### src/rtl/mem_stage_pkg.sv
// ---------------------------------------------------------------------------
// mem_stage_pkg
// Shared types and constants for the memory-stage controller:
//   - state_t      : controller FSM states (IDLE / BUSY / HALTED)
//   - RSRC_*       : writeback source-select encodings carried on reg_src
//   - DEF_MAX_WAIT : default ack timeout in BUSY cycles
// ---------------------------------------------------------------------------
package mem_stage_pkg;

   typedef enum logic [1:0] {
      ST_IDLE   = 2'd0,
      ST_BUSY   = 2'd1,
      ST_HALTED = 2'd2
   } state_t;

   // Writeback result select (decoded downstream in WB, passed through here)
   localparam logic [2:0] RSRC_ALU = 3'd0;
   localparam logic [2:0] RSRC_MEM = 3'd1;
   localparam logic [2:0] RSRC_PC2 = 3'd2;
   localparam logic [2:0] RSRC_IMM = 3'd3;

   localparam int DEF_MAX_WAIT = 15;

endpackage

### src/rtl/mem_stage_ctrl_if.sv
// ---------------------------------------------------------------------------
// mem_stage_ctrl_if
// Data-memory req/ack bus between the memory-stage controller (master) and
// a multi-cycle data memory (slave).
//   dmem_req   : access request, held until the ack cycle
//   dmem_wr    : 1 = store, 0 = load
//   dmem_addr  : byte address, stable while dmem_req=1
//   dmem_wdata : store data, stable while dmem_req=1
//   dmem_ack   : one-cycle completion pulse from memory
//   dmem_rdata : load data, valid in the ack cycle
// ---------------------------------------------------------------------------
interface mem_stage_ctrl_if;

   logic        dmem_req;
   logic        dmem_wr;
   logic [15:0] dmem_addr;
   logic [15:0] dmem_wdata;
   logic        dmem_ack;
   logic [15:0] dmem_rdata;

   modport master (
      output dmem_req, dmem_wr, dmem_addr, dmem_wdata,
      input  dmem_ack, dmem_rdata
   );

   modport slave (
      input  dmem_req, dmem_wr, dmem_addr, dmem_wdata,
      output dmem_ack, dmem_rdata
   );

endinterface

### src/rtl/mem_stage_ctrl_wb_latch.sv
// ---------------------------------------------------------------------------
// dff_16bit
// 16-bit register with async active-low reset and load enable.
//   clk_i, rst_n_i : clock, async active-low reset (clears to 0)
//   en_i           : load d_i on the rising edge when high
//   d_i / q_o      : data in / registered data out
//
// mem_wb_latch
// MEM/WB result register bank. All wb_* data fields load together when the
// controller raises its capture strobe; they hold otherwise.
//   clk_i, rst_n_i      : clock, async active-low reset
//   en_i                : capture strobe from the controller FSM
//   rdata_i..reg_we_i   : next values for the wb fields
//   rdata_o..reg_we_o   : registered wb fields
// ---------------------------------------------------------------------------
module dff_16bit (
   input  logic        clk_i,
   input  logic        rst_n_i,
   input  logic        en_i,
   input  logic [15:0] d_i,
   output logic [15:0] q_o
);

   logic [15:0] q_q;

   always_ff @(posedge clk_i or negedge rst_n_i) begin
      if (!rst_n_i)  q_q <= '0;
      else if (en_i) q_q <= d_i;
   end

   assign q_o = q_q;

endmodule

module mem_wb_latch (
   input  logic        clk_i,
   input  logic        rst_n_i,
   input  logic        en_i,
   input  logic [15:0] rdata_i,
   input  logic [15:0] alu_i,
   input  logic [15:0] pc2_i,
   input  logic [1:0]  reg_dst_i,
   input  logic [2:0]  reg_src_i,
   input  logic        reg_we_i,
   output logic [15:0] rdata_o,
   output logic [15:0] alu_o,
   output logic [15:0] pc2_o,
   output logic [1:0]  reg_dst_o,
   output logic [2:0]  reg_src_o,
   output logic        reg_we_o
);

   logic [5:0] ctl_q;

   dff_16bit u_rdata (.clk_i(clk_i), .rst_n_i(rst_n_i), .en_i(en_i), .d_i(rdata_i), .q_o(rdata_o));
   dff_16bit u_alu   (.clk_i(clk_i), .rst_n_i(rst_n_i), .en_i(en_i), .d_i(alu_i),   .q_o(alu_o));
   dff_16bit u_pc2   (.clk_i(clk_i), .rst_n_i(rst_n_i), .en_i(en_i), .d_i(pc2_i),   .q_o(pc2_o));

   // The narrow WB control fields share one small register
   always_ff @(posedge clk_i or negedge rst_n_i) begin
      if (!rst_n_i)  ctl_q <= '0;
      else if (en_i) ctl_q <= {reg_dst_i, reg_src_i, reg_we_i};
   end

   assign reg_dst_o = ctl_q[5:4];
   assign reg_src_o = ctl_q[3:1];
   assign reg_we_o  = ctl_q[0];

endmodule

### src/rtl/mem_stage_ctrl.sv
// ---------------------------------------------------------------------------
// mem_stage_ctrl
// Memory-stage controller between the EX/MEM register and writeback.
// Non-memory instructions pass to the MEM/WB outputs with one cycle of
// latency. Loads/stores are issued on the dmem req/ack bus; the front of the
// pipeline is stalled until the ack cycle, in which stall drops so upstream
// advances on the same edge the result is captured. An ack timeout, an
// incoming halt, or (optionally) a misaligned access parks the block in
// HALTED until reset.
//
// Optional feature: define MEM_ALIGN_CHECK_EN to reject accesses whose byte
// address is odd (err + halt instead of a request). Without it odd addresses
// are forwarded to dmem_addr unchanged.
//
// Ports:
//   clk, rst                 : clock, async active-low reset
//   in_valid                 : EX/MEM holds a live instruction
//   alu_in, wdata_in, pc2_in : ALU result/address, store data, PC+2
//   mem_en_in, mem_wr_in     : memory access / store select
//   halt_in                  : halt (dump) request
//   reg_dst_in/src_in/we_in  : WB controls, passed through
//   dmem                     : data-memory bus (master side)
//   stall                    : freeze PC, IF/ID, ID/EX, EX/MEM
//   wb_*                     : registered MEM/WB outputs
//   halt_out, err            : sticky halt and memory-error flags
// ---------------------------------------------------------------------------
module mem_stage_ctrl
   import mem_stage_pkg::*;
#(
   parameter int MAX_WAIT = DEF_MAX_WAIT,
   parameter int CNT_W    = 8
) (
   input  logic                    clk,
   input  logic                    rst,
   input  logic                    in_valid,
   input  logic [15:0]             alu_in,
   input  logic [15:0]             wdata_in,
   input  logic [15:0]             pc2_in,
   input  logic                    mem_en_in,
   input  logic                    mem_wr_in,
   input  logic                    halt_in,
   input  logic [1:0]              reg_dst_in,
   input  logic [2:0]              reg_src_in,
   input  logic                    reg_we_in,
   mem_stage_ctrl_if.master        dmem,
   output logic                    stall,
   output logic                    wb_valid,
   output logic [15:0]             wb_rdata,
   output logic [15:0]             wb_alu,
   output logic [15:0]             wb_pc2,
   output logic [1:0]              wb_reg_dst,
   output logic [2:0]              wb_reg_src,
   output logic                    wb_reg_we,
   output logic                    halt_out,
   output logic                    err
);

   state_t           state_q;
   logic [CNT_W-1:0] cnt_q;
   logic             req_q, wr_q, wb_valid_q, halt_q, err_q;
   logic [15:0]      addr_q, wdata_q, pc2_q;
   logic [1:0]       reg_dst_q;
   logic [2:0]       reg_src_q;
   logic             reg_we_q;

   logic             align_fault;
   logic             timeout;
   logic             wb_cap;
   logic [15:0]      wb_rdata_d, wb_alu_d, wb_pc2_d;
   logic [1:0]       wb_reg_dst_d;
   logic [2:0]       wb_reg_src_d;
   logic             wb_reg_we_d;

`ifdef MEM_ALIGN_CHECK_EN
   assign align_fault = alu_in[0];
`else
   assign align_fault = 1'b0;
`endif

   assign timeout = (cnt_q == CNT_W'(MAX_WAIT)) && !dmem.dmem_ack;

   // Capture strobe: a plain pass-through in IDLE, or the ack cycle in BUSY
   always_comb begin
      wb_cap = 1'b0;
      case (state_q)
         ST_IDLE: wb_cap = in_valid && !halt_in && !mem_en_in;
         ST_BUSY: wb_cap = dmem.dmem_ack;
         default: wb_cap = 1'b0;
      endcase
   end

   // In BUSY the result comes from the fields captured at request time;
   // stores write back zero rather than whatever is on the read bus
   always_comb begin
      wb_rdata_d   = '0;
      wb_alu_d     = alu_in;
      wb_pc2_d     = pc2_in;
      wb_reg_dst_d = reg_dst_in;
      wb_reg_src_d = reg_src_in;
      wb_reg_we_d  = reg_we_in;
      if (state_q == ST_BUSY) begin
         wb_rdata_d   = wr_q ? 16'h0000 : dmem.dmem_rdata;
         wb_alu_d     = addr_q;
         wb_pc2_d     = pc2_q;
         wb_reg_dst_d = reg_dst_q;
         wb_reg_src_d = reg_src_q;
         wb_reg_we_d  = reg_we_q;
      end
   end

   // stall rises combinationally on a memory op in IDLE and drops in the
   // ack cycle so upstream advances on the capture edge
   always_comb begin
      stall = 1'b0;
      case (state_q)
         ST_IDLE:   stall = in_valid && mem_en_in;
         ST_BUSY:   stall = !dmem.dmem_ack;
         ST_HALTED: stall = 1'b1;
         default:   stall = 1'b0;
      endcase
   end

   always_ff @(posedge clk or negedge rst) begin
      if (!rst) begin
         state_q    <= ST_IDLE;
         cnt_q      <= '0;
         req_q      <= 1'b0;
         wr_q       <= 1'b0;
         addr_q     <= '0;
         wdata_q    <= '0;
         pc2_q      <= '0;
         reg_dst_q  <= '0;
         reg_src_q  <= '0;
         reg_we_q   <= 1'b0;
         wb_valid_q <= 1'b0;
         halt_q     <= 1'b0;
         err_q      <= 1'b0;
      end else begin
         case (state_q)
            ST_IDLE: begin
               wb_valid_q <= 1'b0;
               if (in_valid) begin
                  if (halt_in) begin
                     halt_q  <= 1'b1;
                     state_q <= ST_HALTED;
                  end else if (mem_en_in && align_fault) begin
                     err_q   <= 1'b1;
                     halt_q  <= 1'b1;
                     state_q <= ST_HALTED;
                  end else if (mem_en_in) begin
                     req_q     <= 1'b1;
                     wr_q      <= mem_wr_in;
                     addr_q    <= alu_in;
                     wdata_q   <= wdata_in;
                     pc2_q     <= pc2_in;
                     reg_dst_q <= reg_dst_in;
                     reg_src_q <= reg_src_in;
                     reg_we_q  <= reg_we_in;
                     cnt_q     <= '0;
                     state_q   <= ST_BUSY;
                  end else begin
                     wb_valid_q <= 1'b1;
                  end
               end
            end
            ST_BUSY: begin
               // Saturating wait counter
               if (!(&cnt_q)) cnt_q <= cnt_q + 1'b1;
               if (dmem.dmem_ack) begin
                  req_q      <= 1'b0;
                  wb_valid_q <= 1'b1;
                  state_q    <= ST_IDLE;
               end else if (timeout) begin
                  req_q      <= 1'b0;
                  err_q      <= 1'b1;
                  halt_q     <= 1'b1;
                  wb_valid_q <= 1'b0;
                  state_q    <= ST_HALTED;
               end
            end
            ST_HALTED: begin
               req_q      <= 1'b0;
               wb_valid_q <= 1'b0;
            end
            default: state_q <= ST_IDLE;
         endcase
      end
   end

   mem_wb_latch u_wb_latch (
      .clk_i     (clk),
      .rst_n_i   (rst),
      .en_i      (wb_cap),
      .rdata_i   (wb_rdata_d),
      .alu_i     (wb_alu_d),
      .pc2_i     (wb_pc2_d),
      .reg_dst_i (wb_reg_dst_d),
      .reg_src_i (wb_reg_src_d),
      .reg_we_i  (wb_reg_we_d),
      .rdata_o   (wb_rdata),
      .alu_o     (wb_alu),
      .pc2_o     (wb_pc2),
      .reg_dst_o (wb_reg_dst),
      .reg_src_o (wb_reg_src),
      .reg_we_o  (wb_reg_we)
   );

   assign dmem.dmem_req   = req_q;
   assign dmem.dmem_wr    = wr_q;
   assign dmem.dmem_addr  = addr_q;
   assign dmem.dmem_wdata = wdata_q;
   assign wb_valid        = wb_valid_q;
   assign halt_out        = halt_q;
   assign err             = err_q;

endmodule

### src/flat_wrapper.sv
// flat-port wrapper written by rule: the top's interface ports become plain ports
module mem_stage_ctrl_flat import mem_stage_pkg::*;
#(
   parameter int MAX_WAIT = DEF_MAX_WAIT,
   parameter int CNT_W    = 8
)
  (clk, rst, in_valid, alu_in, wdata_in, pc2_in, mem_en_in, mem_wr_in, halt_in, reg_dst_in, reg_src_in, reg_we_in, stall, wb_valid, wb_rdata, wb_alu, wb_pc2, wb_reg_dst, wb_reg_src, wb_reg_we, halt_out, err, dmem_dmem_req, dmem_dmem_wr, dmem_dmem_addr, dmem_dmem_wdata, dmem_dmem_ack, dmem_dmem_rdata);
  mem_stage_ctrl_if dmem_i ();
  input  logic clk;
  input  logic rst;
  input  logic in_valid;
  input  logic [15:0] alu_in;
  input  logic [15:0] wdata_in;
  input  logic [15:0] pc2_in;
  input  logic mem_en_in;
  input  logic mem_wr_in;
  input  logic halt_in;
  input  logic [1:0] reg_dst_in;
  input  logic [2:0] reg_src_in;
  input  logic reg_we_in;
  output logic stall;
  output logic wb_valid;
  output logic [15:0] wb_rdata;
  output logic [15:0] wb_alu;
  output logic [15:0] wb_pc2;
  output logic [1:0] wb_reg_dst;
  output logic [2:0] wb_reg_src;
  output logic wb_reg_we;
  output logic halt_out;
  output logic err;
  output wire logic [$bits(dmem_i.dmem_req)-1:0] dmem_dmem_req;
  output wire logic [$bits(dmem_i.dmem_wr)-1:0] dmem_dmem_wr;
  output wire logic [$bits(dmem_i.dmem_addr)-1:0] dmem_dmem_addr;
  output wire logic [$bits(dmem_i.dmem_wdata)-1:0] dmem_dmem_wdata;
  input wire logic [$bits(dmem_i.dmem_ack)-1:0] dmem_dmem_ack;
  input wire logic [$bits(dmem_i.dmem_rdata)-1:0] dmem_dmem_rdata;
  assign dmem_dmem_req = dmem_i.dmem_req;
  assign dmem_dmem_wr = dmem_i.dmem_wr;
  assign dmem_dmem_addr = dmem_i.dmem_addr;
  assign dmem_dmem_wdata = dmem_i.dmem_wdata;
  assign dmem_i.dmem_ack = dmem_dmem_ack;
  assign dmem_i.dmem_rdata = dmem_dmem_rdata;
  mem_stage_ctrl #(.MAX_WAIT(MAX_WAIT), .CNT_W(CNT_W)) u_core (.clk(clk), .rst(rst), .in_valid(in_valid), .alu_in(alu_in), .wdata_in(wdata_in), .pc2_in(pc2_in), .mem_en_in(mem_en_in), .mem_wr_in(mem_wr_in), .halt_in(halt_in), .reg_dst_in(reg_dst_in), .reg_src_in(reg_src_in), .reg_we_in(reg_we_in), .dmem(dmem_i), .stall(stall), .wb_valid(wb_valid), .wb_rdata(wb_rdata), .wb_alu(wb_alu), .wb_pc2(wb_pc2), .wb_reg_dst(wb_reg_dst), .wb_reg_src(wb_reg_src), .wb_reg_we(wb_reg_we), .halt_out(halt_out), .err(err));
endmodule
### config.mk
export PLATFORM = sky130hd
export DESIGN_NAME = mem_stage_ctrl_flat
export DESIGN_NICKNAME = d
export VERILOG_FILES = /design/src/rtl/mem_stage_pkg.sv /design/src/rtl/mem_stage_ctrl_if.sv /design/src/rtl/mem_stage_ctrl_wb_latch.sv /design/src/rtl/mem_stage_ctrl.sv /design/src/flat_wrapper.sv
export SDC_FILE = /design/constraint.sdc
export NUM_CORES = 1
export LEC_CHECK = 0
export ABC_AREA = 1
export BUFFER_PORTS_ARGS = -buffer_cell sky130_fd_sc_hd__buf_2
export CORE_UTILIZATION = 46
export DETAILED_ROUTE_END_ITERATION = 10
export GPL_TIMING_DRIVEN = 0
export PLACE_DENSITY = 0.87
export SKIP_CTS_REPAIR_TIMING = 1
export SYNTH_ARGS = -nofsm -noshare
export SYNTH_HDL_FRONTEND = slang
export SYNTH_SLANG_ARGS = --single-unit
### constraint.sdc
create_clock -name clk -period 1.5 [get_ports clk]
set_input_delay 0.3 -clock clk [delete_from_list [all_inputs] [get_ports clk]]
set_output_delay 0.3 -clock clk [all_outputs]
set_load 0.005 [all_outputs]
==> flow_summary_export.csv <==
group,metric,value,unit
run_status,outcome,"finished with violations",
run_status,violations,"negative setup slack",
grt,antenna_found_initial,1,
detailed_routing,via_per_inst,5.33,
yosys,synth.most_common_cell,"nand2_1",
yosys,synth_cell_types,21,
detailed_routing,routed_wl,17100,um
grt,grt_pass1_vias,4680,
pwr,p_total,0.0157,W
grt,grt_pass1_wl,22800,um
yosys,synth.area.top_cells,"dfrtp_1 (57%), nand2_1 (11%), o21ai_0 (9.4%), inv_1 (4.8%), nand3_1 (4.1%)",
grt,gr-usage-all-layers,25.1,%
sta,tns,-25.63,ns
layout,final_cells,1021,
placed_design,place_ws,-0.454,ns
placed_design,gp_congestion,0.877,
yosys,syn_nets,719,
worst_setup_path,arrival,1.87,ns
clock_tree,cts_root_buffer,"clkbuf_16",
pwr,peakVddDrop,0.00106,V
sta,rsz0062_at_grt,"true",
clock_tree,clkLatencyLatePin,0.41,ns
clock_tree,clkSinkCount,123,
die,ios,169,
worst_setup_path,cp_max_fo,4,
worst_hold_path,min_path_type,"input port to flip-flop",
clock_tree,cts-htree-levels,4,
detailed_routing,vias,5437,
clock_tree,clock_path_buffers,2,
yosys,ys_seq_elements,123,
pwr,power.density,1970,nW/um2
placed_design,placedCellCount,949,
detailed_routing,drc,0,
worst_setup_path,crit_path_start_kind,"flip-flop",
worst_setup_path,required,1.20,ns
clock_tree,clk_pin_slew_worst_paths,0.05,ns
grt,overflow,0,
clock_tree,numCtsBuffers,17,
sta,period_share,144,%
sta,final-setup-viol-count,123,
yosys,yosysTopAreaCell,"dfrtp_1",
layout,final_nets,947,
detailed_routing,antenna_left,0,
yosys,avgSynthCellArea,8.42,um2
sta,hold_viol,0,
sta,report.final.slew_viol_count,0,
detailed_routing,dr.pass1.iters,5,
yosys,yosysWarnings,0,
die,start_util,47.2,%
die,std_cell_rows,39,
yosys,syn_area,5360,um2
grt,grt_max_degree,92,
sta,clock_skew,0.00765,ns
yosys,synth_edf_count,0,
yosys,synthCells,637,
detailed_routing,wl_per_cell,16.8,um
die,design.core.area,11400,um2
pwr,p_leak,4.10,nW
sta,max_freq,461,MHz
worst_setup_path,cp-end-kind,"output port",
die,die_w,110,um
die,fp.dieH,110,um
detailed_routing,drt_iter0_markers,458,
yosys,yosys.area.top_type_share,57.4,%
sta,period_needed,2.17,ns
die,die_area,12100,um2
layout,final_util,70.3,%
yosys,ys_seq_area_share,57.4,%
yosys,postSynth.asyncResetShare,100,%
layout,syn_to_final_growth,49.0,%
sta,maxSlewHeadroom,68.0,%
placed_design,hpwlAfterDp,9800,um
sta,setup_ws,-0.667,ns
sta,tightest_slew,0.481,ns
clock_tree,cts_tree,"done",
placed_design,portBuffers,168,
worst_setup_path,crit_type,"flip-flop to output port",
flow_run,drv_cap,0,
yosys,ys.flop_type,"dfrtp_1",
layout,layout-drive-gt1-share,38.8,%
yosys,yosys-top-cells-count,"nand2_1 (162), dfrtp_1 (123), o21ai_0 (101)",
registers in the layout, summed over array words and instances (netlist names), 2 cells and up:
signal and count:
u_core.dmem.dmem_wdata 16, u_core.u_wb_latch.ctl_q 6, u_core.dmem.dmem_addr 16, u_core.reg_src_q 3, u_core.cnt_q 8, u_core.u_wb_latch.u_alu.q_o 16
u_core.reg_dst_q 2, u_core.pc2_q 16, u_core.state_q 2, u_core.u_wb_latch.u_pc2.q_o 16, u_core.u_wb_latch.u_rdata.q_o 16
power breakdown:
part | total (W) | internal [W] | switching [W] | leakage, nW
clock | 0.00362 | 0.00212 | 0.00149 | 0.250
combinational | 0.00644 | 0.00304 | 0.00340 | 2.35
sequential | 0.00568 | 0.00477 | 0.000909 | 1.50
worst max-delay path: stages, from the launching register on:
cell and delay [ns]:
dfrtp_1 0.41, inv_2 0.09, ha_4 0.17, clkinvlp_4 0.15
buf_8 0.15, nor2_4 0.09, inv_2 0.07, a31oi_4 0.17
buf_2 0.14
layout make-up:
| class | count | area (um2) |
|---|---|---|
| Sequential cell | 123 | 3080 |
| Fill cell | 835 | 3380 |
| Inverter | 70 | 269 |
| Clock buffer | 19 | 443 |
| Buffer | 30 | 364 |
| Timing Repair Buffer | 210 | 1400 |
| Multi-Input combinational cell | 413 | 2180 |
| Tap cell | 143 | 179 |
| Clock inverter | 12 | 77.6 |
| Antenna cell | 1 | 2.50 |
final timing paths:
kind	from	endpoint	slack, ns	cells past startpoint
max	u_core.state_q[1]$_DFFE_PN0P_	stall	-0.67	8
min	wdata_in[2]	u_core.dmem.dmem_wdata[2]$_DFFE_PN0P_	0.12	3
max reg2reg	u_core.state_q[1]$_DFFE_PN0P_	u_core.u_wb_latch.ctl_q[2]$_DFFE_PN0P_	-0.31	10
min reg2reg	u_core.dmem.dmem_req$_DFFE_PN0P_	u_core.dmem.dmem_req$_DFFE_PN0P_	0.47	2
max in group asynchronous	rst	u_core.reg_src_q[0]$_DFFE_PN0P_	0.40	3
min in group asynchronous	rst	u_core.dmem.dmem_wdata[7]$_DFFE_PN0P_	0.34	2
through the flow:
step	cell area [um2]	hold slack, ns
finish	7990	0.122
global route	7990	0.133
CTS	6980	-0.230
detailed placement	6460	0.207
global placement	6420	0.436
floorplan	5410	0.00441
per-layer routing:
metal	track usage [%]	vias to the layer above	routed length (um)
li1	-	2506	-
met1	31.6	2621	6830
met2	42.3	251	8810
met3	5.53	59	1030
met4	9.52	0	470
met5	0	-	0
layout by cell type, fill, tap and decap left out, types with 5 or more instances in the layout:
| cell | instances |
|---|---|
| dfrtp_1 | 122 |
| nand3_2 | 6 |
| clkinv_2 | 6 |
| a21oi_1 | 36 |
| o21ai_0 | 38 |
| clkbuf_2 | 5 |
| clkbuf_16 | 25 |
| nand2_2 | 18 |
| nand2_4 | 6 |
| o21ai_2 | 21 |
| nand3_1 | 37 |
| buf_2 | 167 |
| buf_8 | 12 |
| inv_1 | 64 |
| nor2_1 | 46 |
| o21ai_1 | 42 |
| clkinvlp_4 | 5 |
| buf_6 | 15 |
| buf_12 | 7 |
| buf_4 | 22 |
| nand2_1 | 138 |
logic make-up after synthesis:
group	count (synthesis)	synth area share (%)
AOI/OAI and AO/OA	146	13.9
adders and majority gates	5	1.17
and+or+nand+nor	258	19.3
DFF	123	57.4
xor gates and xnor gates	3	0.490
buffers and inverters	102	7.79
Power figures use the tool's default switching activity.
